**src/rtl/config_loader_pkg.sv**
```systemverilog
//------------------------------------------------------------------------------
// Module      : config_loader_pkg
// Description : Shared types and sizes for the tile configuration stream loader.
//               Record length depends on CONFIG_STREAM_LOADER_CHECKSUM_EN
//               (9 bytes with trailing XOR checksum, otherwise 8 bytes).
// Revision    : 1.0 - initial release
//------------------------------------------------------------------------------
`default_nettype none

package config_loader_pkg;

  // Loader control states
  typedef enum logic [1:0] {
    COLLECT = 2'd0,
    ISSUE   = 2'd1,
    DONE    = 2'd2
  } loader_state_e;

`ifdef CONFIG_STREAM_LOADER_CHECKSUM_EN
  localparam int REC_BYTES = 9;
`else
  localparam int REC_BYTES = 8;
`endif

  localparam int CFG_ID_W  = 16;
  localparam int TILE_ID_W = 16;

  // Byte counter width: holds 0..REC_BYTES-1
  localparam int CNT_W     = 4;

endpackage

`default_nettype wire

```
**src/rtl/config_record_assembler.sv**
```systemverilog
//------------------------------------------------------------------------------
// Module      : config_record_assembler
// Description : Collects stream bytes into one configuration record. Bytes 0-3
//               form the address, bytes 4-7 the data, both little-endian.
//               With CONFIG_STREAM_LOADER_CHECKSUM_EN a ninth byte carries the
//               XOR of bytes 0-7 and o_rec_ok reports whether it matched.
//               o_rec_valid is combinational: it is high in the cycle the last
//               byte is accepted so the parent can act on the following edge.
// Revision    : 1.0 - initial release
//------------------------------------------------------------------------------
`default_nettype none

module config_record_assembler
  import config_loader_pkg::*;
(
  input  logic        clk,
  input  logic        rst,
  input  logic [7:0]  i_byte,
  input  logic        i_accept,
  output logic        o_rec_valid,
  output logic [31:0] o_rec_addr,
  output logic [31:0] o_rec_data,
  output logic        o_rec_ok,
  output logic        o_partial
);

  localparam logic [CNT_W-1:0] LAST_IDX = CNT_W'(REC_BYTES - 1);

`ifdef CONFIG_STREAM_LOADER_CHECKSUM_EN
  // All eight payload bytes are stored; the checksum byte is only compared
  localparam int SHIFT_W = 64;
`else
  // Byte 7 is taken straight from the input when the record completes
  localparam int SHIFT_W = 56;
`endif

  logic [CNT_W-1:0]   r_count;
  logic [SHIFT_W-1:0] r_shift;
  logic               w_last;
  logic               w_shift;

  assign w_last      = i_accept && (r_count == LAST_IDX);
  assign w_shift     = i_accept && !w_last;
  assign o_rec_valid = w_last;
  assign o_partial   = (r_count != '0);

  // Position of the next byte within the record; wraps after the last byte
  always_ff @(posedge clk or posedge rst) begin
    if (rst) begin
      r_count <= '0;
    end else if (i_accept) begin
      r_count <= w_last ? '0 : (r_count + 1'b1);
    end
  end

  // Bytes enter at the top so byte 0 ends up in the least significant lane
  always_ff @(posedge clk or posedge rst) begin
    if (rst) begin
      r_shift <= '0;
    end else if (w_shift) begin
      r_shift <= {i_byte, r_shift[SHIFT_W-1:8]};
    end
  end

`ifdef CONFIG_STREAM_LOADER_CHECKSUM_EN
  logic [7:0] r_xor;

  // Running XOR of payload bytes, seeded fresh by byte 0 of each record
  always_ff @(posedge clk or posedge rst) begin
    if (rst) begin
      r_xor <= '0;
    end else if (w_shift) begin
      r_xor <= (r_count == '0) ? i_byte : (r_xor ^ i_byte);
    end
  end

  assign o_rec_addr = r_shift[31:0];
  assign o_rec_data = r_shift[63:32];
  assign o_rec_ok   = (r_xor == i_byte);
`else
  assign o_rec_addr = r_shift[31:0];
  assign o_rec_data = {i_byte, r_shift[55:32]};
  assign o_rec_ok   = 1'b1;
`endif

endmodule

`default_nettype wire

```
**src/rtl/config_stream_loader.sv**
```systemverilog
//------------------------------------------------------------------------------
// Module      : config_stream_loader
// Description : Initiator of the tile configuration bus. Assembles host stream
//               bytes into {addr, data} records and holds each on the bus for
//               HOLD_CYCLES cycles. A record addressed to IDLE_ADDR terminates
//               the load and raises the sticky done flag.
//               Optional feature macro: CONFIG_STREAM_LOADER_CHECKSUM_EN adds a
//               per-record XOR checksum byte and the sticky error flag.
// Revision    : 1.0 - initial release
//------------------------------------------------------------------------------
`default_nettype none

module config_stream_loader
  import config_loader_pkg::*;
#(
  parameter logic [31:0] IDLE_ADDR   = 32'hFFFF_FFFF,
  parameter int          HOLD_CYCLES = 2
) (
  input  logic        clk,
  input  logic        reset,
  input  logic [7:0]  in_data,
  input  logic        in_valid,
  output logic        in_ready,
  output logic [31:0] config_addr,
  output logic [31:0] config_data,
  output logic        config_write,
  output logic        busy,
  output logic        done,
  output logic [15:0] words_loaded,
  output logic        error
);

  // Hold counter is loaded with HOLD_CYCLES-1 and counts down to zero
  localparam logic [3:0] HOLD_M1 = 4'(HOLD_CYCLES - 1);

  loader_state_e r_state;
  logic [3:0]    r_hold;
  logic [31:0]   r_addr;
  logic [31:0]   r_data;
  logic          r_write;
  logic          r_done;
  logic [15:0]   r_words;

  logic          w_accept;
  logic          w_rec_valid;
  logic [31:0]   w_rec_addr;
  logic [31:0]   w_rec_data;
  logic          w_rec_ok;
  logic          w_partial;

  // The stream stalls only while a record occupies the bus
  assign in_ready = (r_state != ISSUE);
  assign w_accept = in_valid && in_ready;

  config_record_assembler u_assembler (
    .clk         (clk),
    .rst         (reset),
    .i_byte      (in_data),
    .i_accept    (w_accept),
    .o_rec_valid (w_rec_valid),
    .o_rec_addr  (w_rec_addr),
    .o_rec_data  (w_rec_data),
    .o_rec_ok    (w_rec_ok),
    .o_partial   (w_partial)
  );

  // Control FSM: launches records onto the bus, times the hold, tracks done
  always_ff @(posedge clk or posedge reset) begin
    if (reset) begin
      r_state <= COLLECT;
      r_hold  <= '0;
      r_addr  <= IDLE_ADDR;
      r_data  <= '0;
      r_write <= 1'b0;
      r_done  <= 1'b0;
      r_words <= '0;
    end else begin
      case (r_state)
        COLLECT: begin
          if (w_rec_valid && w_rec_ok) begin
            if (w_rec_addr == IDLE_ADDR) begin
              r_state <= DONE;
              r_done  <= 1'b1;
            end else begin
              r_state <= ISSUE;
              r_addr  <= w_rec_addr;
              r_data  <= w_rec_data;
              r_write <= 1'b1;
              r_hold  <= HOLD_M1;
            end
          end
        end
        ISSUE: begin
          if (r_hold == '0) begin
            r_state <= COLLECT;
            r_addr  <= IDLE_ADDR;
            r_data  <= '0;
            r_write <= 1'b0;
            if (r_words != 16'hFFFF) begin
              r_words <= r_words + 16'd1;
            end
          end else begin
            r_hold <= r_hold - 4'd1;
          end
        end
        DONE: begin
          // The assembler stores this byte as byte 0 of the next record
          if (w_accept) begin
            r_state <= COLLECT;
            r_done  <= 1'b0;
            r_words <= '0;
          end
        end
        default: begin
          r_state <= COLLECT;
        end
      endcase
    end
  end

`ifdef CONFIG_STREAM_LOADER_CHECKSUM_EN
  logic r_error;

  // Sticky checksum failure; only reset clears it
  always_ff @(posedge clk or posedge reset) begin
    if (reset) begin
      r_error <= 1'b0;
    end else if (w_rec_valid && !w_rec_ok) begin
      r_error <= 1'b1;
    end
  end

  assign error = r_error;
`else
  assign error = 1'b0;
`endif

  assign config_addr  = r_addr;
  assign config_data  = r_data;
  assign config_write = r_write;
  assign done         = r_done;
  assign words_loaded = r_words;
  assign busy         = w_partial || (r_state == ISSUE);

endmodule

`default_nettype wire

```
**config.mk**
```make
export PLATFORM = sky130hd
export DESIGN_NAME = config_stream_loader
export DESIGN_NICKNAME = d
export VERILOG_FILES = /design/src/rtl/config_loader_pkg.sv /design/src/rtl/config_record_assembler.sv /design/src/rtl/config_stream_loader.sv
export SDC_FILE = /design/constraint.sdc
export NUM_CORES = 1
export LEC_CHECK = 0
export ABC_AREA = 1
export ABC_CLOCK_PERIOD_IN_PS = 3500
export CORE_AREA = 2 2 115 139
export CTS_CLUSTER_DIAMETER = 100
export DETAILED_ROUTE_END_ITERATION = 8
export DIE_AREA = 0 0 117 141
export PLACE_DENSITY = 0.84
export RECOVER_POWER = 25
export SYNTH_ARGS = -nofsm -noshare
export SYNTH_HDL_FRONTEND = slang
export SYNTH_HIERARCHICAL = 1
export SYNTH_SLANG_ARGS = --single-unit
export TNS_END_PERCENT = 50
```
**constraint.sdc**
```tcl
create_clock -name clk -period 3.5 [get_ports clk]
set_input_delay 0.7 -clock clk [delete_from_list [all_inputs] [get_ports clk]]
set_output_delay 0.7 -clock clk [all_outputs]
set_load 0.02 [all_outputs]
```
==> Word level (Yosys, flattened, before mapping) <==
Cells that the tools add are included.
{ "totals": {"regBits": 148, "inputBits": 11, "out_inout_bits": 85} }
{ "classes": {"addsub": 3, "eq_ne": 13, "muxes": 30, "n_reduce_logical": 16} }
{ "ops": {"columns": ["operator", "n"], "rows": [
  ["32-bit two-way mux", 6],
  ["32-bit one-hot mux with 2 select lines", 2],
  ["16-bit two-way mux", 3],
  ["32-bit == test, second input constant", 1],
  ["16-bit one-hot mux with 2 select lines", 1],
  ["16-bit by 1-bit adder with 16-bit output, second input constant", 1],
  ["4-bit two-way mux", 4],
  ["16-bit != test, second input constant", 1],
  ["4-bit AND reduction", 4],
  ["2-bit != test, second input constant", 5],
  ["2-bit two-way mux", 4],
  ["4-bit one-hot mux with 2 select lines", 1],
  ["1-bit two-way mux", 6],
  ["2-bit by 1-bit != test with 1-bit output, second input constant", 3],
  ["2-bit one-hot mux with 3 select lines", 1],
  ["2-bit nonzero test", 3],
  ["4-bit by 1-bit adder with 4-bit output, second input constant", 1],
  ["4-bit by 3-bit == test with 1-bit output, second input constant", 1],
  ["4-bit zero test", 1],
  ["1-bit one-hot mux with 2 select lines", 2],
  ["4-bit nonzero test", 1],
  ["4-bit by 1-bit subtractor with 4-bit output, second input constant", 1],
  ["1-bit logical AND", 3],
  ["3-bit AND reduction", 1],
  ["5 further kinds", 5]
]} }

==> Longest topological paths before layout <==
{ "logic_depth": {"ltp_word": 5, "depth_mapped": 17, "depth_no_buf": 12} }

==> Hierarchy <==
Netlist, hierarchy kept.
{ "modules_own_cells": {"columns": ["module", "instances", "cells_each", "area_each_um2", "seq_area_each_um2"], "rows": [
  ["config_stream_loader", 1, 675, 4942.2, 2242.2],
  ["config_record_assembler", 1, 284, 2529.9, 1501.4]
]} }

==> Worst setup path before layout <==
OpenSTA, ideal clock, no wires.
{ "synth_path": {"path_type": "reg2reg", "from": "reg r_state[0]", "to": "reg r_data[10] (netlist: config_data[10])", "setup_ns": 0.117, "arrival_time_ns": 2.134, "required_time_ns": 3.383, "setup_slack_ns": 1.249, "path_stages_with_launch": 17, "path_buffers": 5, "period_less_slack_ns": 2.251, "path_cell_list": "dfrtp_1 > inv_1 > nor2_4 > buf_2 > clkbuf_1 > nor2_1 > buf_2 > nand3_1 > nor2_1 > nand2_1 > nand2_1 > nand2_1 > inv_2 > buf_2 > buf_2 > nand4_1 > nand2_1"} }
{ "synth_via": {"elab_chain_len": 5, "elab_cells_between_ends": 11} }
{ "synth_rtl": {"columns": ["item", "line", "rtl"], "rows": [
  ["start: declaration", "config_stream_loader.sv:36", "loader_state_e r_state;"],
  ["start signal: assignment", "config_stream_loader.sv:70", "r_state <= COLLECT;"],
  ["start signal: assignment", "config_stream_loader.sv:82", "r_state <= DONE;"],
  ["start signal: assignment", "config_stream_loader.sv:85", "r_state <= ISSUE;"],
  ["2-bit by 1-bit != test with 1-bit output", "config_stream_loader.sv:52", "assign in_ready = (r_state != ISSUE);"],
  ["1-bit logical AND", "config_stream_loader.sv:53", "assign w_accept = in_valid && in_ready;"],
  ["named net w_accept", "config_stream_loader.sv:44", "logic w_accept;"],
  ["1-bit logical AND", "config_record_assembler.sv:42", "assign w_last = i_accept && (r_count == LAST_IDX);"],
  ["named net w_rec_valid", "config_stream_loader.sv:45", "logic w_rec_valid;"],
  ["2-bit by 1-bit != test with 1-bit output (no source line)", null, null],
  ["4-bit AND reduction (no source line)", null, null],
  ["end signal: assignment", "config_stream_loader.sv:87", "r_data <= w_rec_data;"],
  ["end: declaration", "config_stream_loader.sv:39", "logic [31:0] r_data;"]
]} }
The timed path passes the listed nets, and every way through them passes these cells.
A chain may end at the register's enable or synchronous reset.

==> Final worst setup path <==
{ "layout_path": {"from": "reg r_state[0]", "to": "out busy"} }
{ "layout_via": {"elab_chain_len": 2} }
{ "layout_rtl": {"columns": ["item", "line", "rtl"], "rows": [
  ["2-bit by 1-bit == test with 1-bit output", "config_stream_loader.sv:143", "assign busy = w_partial || (r_state == ISSUE);"],
  ["1-bit logical OR", "config_stream_loader.sv:143", null],
  ["end: declaration", "config_stream_loader.sv:27", "output logic busy,"]
]} }
No other way between the ends.

==> out/results.txt <==
# rows -> 50
Ys Warns -> 6
R2R cell count -> 13
number of port buffers -> 94
hold path startpoint -> config_addr[12]
syn avg cell area -> 7.792 um2
Design Power -> 8.508 mW
Crit. Startpoint -> r_state[0]
Via-to-Cell Ratio -> 5.341
power per cell area -> 940.6 nW/um2
initial antenna violation count -> 0
Leak -> 4.459 nW
dpl hpwl -> 11330 um
Hold Buf Count CTS -> 0
hold depth -> 2
DRC -> 0
pin count of the biggest net entering global routing -> 69
most frequent cells in the layout -> 362 x nand2_1, 116 x dfrtp_1, 93 x clkdlybuf4s50_1, 87 x nor2_1, 79 x nand3_1
R2R Path Start -> r_state[0]
CTS tree -> yes
minimum clock period -> 2.959 ns
Antenna Violating Nets Remaining -> 0
status -> complete, but fails checks
max cap viols -> 1
vias post-DR -> 6618
Setup Viol. Count Final -> 0
mux contribution to synthesized area -> 0
combinational family with the most area after synthesis -> simple AND/OR/NAND/NOR gates
clock-pin slew on the worst setup and hold paths -> 0.06 ns
Post-Synth Simple-Gate Area -> 0.3905
# Post-CTS Setup Buffers -> 0
most common cell after layout, fill and taps aside -> nand2_1
initial drt markers -> 636
first-pass GRT wire length -> 29540 um
HP Class -> register to register
Cells after Synth -> 959
cell area after synthesis -> 7472 um2
Peak VDD IR -> 0.4413 mV
CP Capture Type -> primary output
WHS Endpoint -> config_addr[12]
DR pass1 iterations -> 6
CORE AREA -> 15330 um2
failing checks -> max-capacitance violations, max-slew violations
Worst Setup Path Type -> register to primary output
Yosys reg bits -> 148
Placer Congestion -> 0.8854
endpoints failing hold -> 0
xor/xnor share of the synthesized area -> 0.003516
unique cell type count in the Yosys netlist -> 33
DIE AREA -> 16500 um2
layout cells sized above 1 -> 0.1329
Worst slew margin -> -0.1608
part of the Yosys area used for sequential elements -> 0.5010
CTS buffer count -> 17
Synth Area in Compound Gates -> 0.01340
die width -> 117 um
Max Clk Rate -> 338.0 MHz
placed instance count -> 1207
startpoint types -> register
CTS Buffer Depth -> 2
GR Util All Layers -> 0.2240
# H-tree levels -> 4
Fin Setup TNS -> 0 ns
Mapped Nets -> 975
final instance area -> 9045 um2
final antenna diode count -> 0
layout net count -> 1034
# resized after CTS -> 0
post-synthesis adder-cell area fraction -> 0.008372
r2r setup slk -> 0.95 ns
# fillers -> 1290
Worst Path Required -> 2.80 ns
unrepaired setup endpoints after global routing -> false
vias in the first global route -> 6254
chip height -> 141 um
clk sinks -> 148
grt total ovfl -> 0
crit-path max FO -> 23
root buf cell -> clkbuf_16
slew of the pin with the lowest slew margin -> 1.732 ns
final cell count without fillers -> 1239
fin. max-slew vios -> 39
fin crit share -> 0.8454
Routed Wire Length -> 17750 um
Initial Util -> 0.4875
crit path DAT -> 2.26 ns
RR Endpoint -> r_hold[3]
I/O pin cnt -> 96
worst skew pair latency -> 0.42 ns
Clock Skew -> 0.01216 ns
Placed Area -> 8422 um2
Area Overhead vs Synth -> 21.05%
DR WL/cell -> 14.32 um
-- worst max-delay path by stage --
| stage | endpoint | cells after the start |
|---|---|---|
| floorplan | config_data[0] | 1 |
| global placement | r_hold[0] | 13 |
| detailed placement | r_hold[3] | 13 |
| CTS | busy | 4 |
| global route | busy | 4 |
| finish | busy | 4 |
-- metal layers --
layer	routed length [um]	part of all wire	global-route usage
met1	7231	0.41	0.2819
met2	9262	0.52	0.3855
met3	840	0.047	0.03998
met4	413	0.023	0.07678
met5	0	0	0
-- cells in the mapped netlist (all sizes together) --
cell	n	area share
ha	5	0.0084
o21a	1	0.0010
o31ai	1	0.0010
dfrtp	116	0.39
o21bai	2	0.0020
clkbuf	20	0.010
o211ai	1	0.0010
nand3b	1	0.0010
xor2	3	0.0035
a21oi	4	0.0032
dfstp	32	0.11
nand2	376	0.19
nor2	93	0.050
nor3	1	0.00067
buf	46	0.042
nand4	71	0.059
nand3	82	0.056
o21ai	7	0.0052
conb	2	0.0010
inv	61	0.031
or2	34	0.028
-- cell families (layout without fill, tap and decap cells) --
logic type,after synthesis,count (layout)
adder cells (fa/ha/maj),5,5
other,2,2
flip-flops,148,148
XOR/XNOR,3,3
AND/OR/NAND/NOR,658,658
buffers and inverters,127,199
AO/OA/AOI/OAI,16,16
-- worst max-delay path, cell delays in order (launching register included) --
cell,delay (ns)
dfrtp_1,0.44
inv_1,0.10
nor2_4,0.45
or2_2,0.24
clkdlybuf4s50_1,0.61
-- where the power goes --
group	internal (mW)	total (mW)	switching [mW]	leakage, nW
registers	2.52	3.12	0.598	1.85
logic	1.40	3.48	2.08	2.30
clock network	1.21	1.91	0.693	0.303
-- stage by stage --
stage	setup WS, ns	utilization	hold WS, ns
5_1_grt	0.4162	0.5901	0.4752
3_5_place_dp	0.3806	0.5495	0.4550
2_1_floorplan	0.5744	-	0.4559
6_report	0.5410	0.5901	0.4622
3_3_place_gp	0.4481	0.5495	0.4515
4_1_cts	0.5262	0.5906	0.4642
-- sequential cells by signal (all words and copies together) (netlist names) --
signal               flops
u_assembler/r_shift     56
config_addr             32
config_data             32
words_loaded            16
r_hold                   4
u_assembler/r_count      4
r_state                  2
config_write             1
done                     1
-- area by class of cell --
class                           count  area [um2]  share of cell area
Sequential cell                   148        3744              0.4139
Multi-Input combinational cell    684        3132              0.3462
Timing Repair Buffer              106        1049              0.1159
Clock buffer                       26       541.8             0.05990
Tap cell                          208       260.3             0.02877
Inverter                           61       230.2             0.02545
Clock inverter                      6       88.84            0.009822
Power figures use the tool's default switching activity.
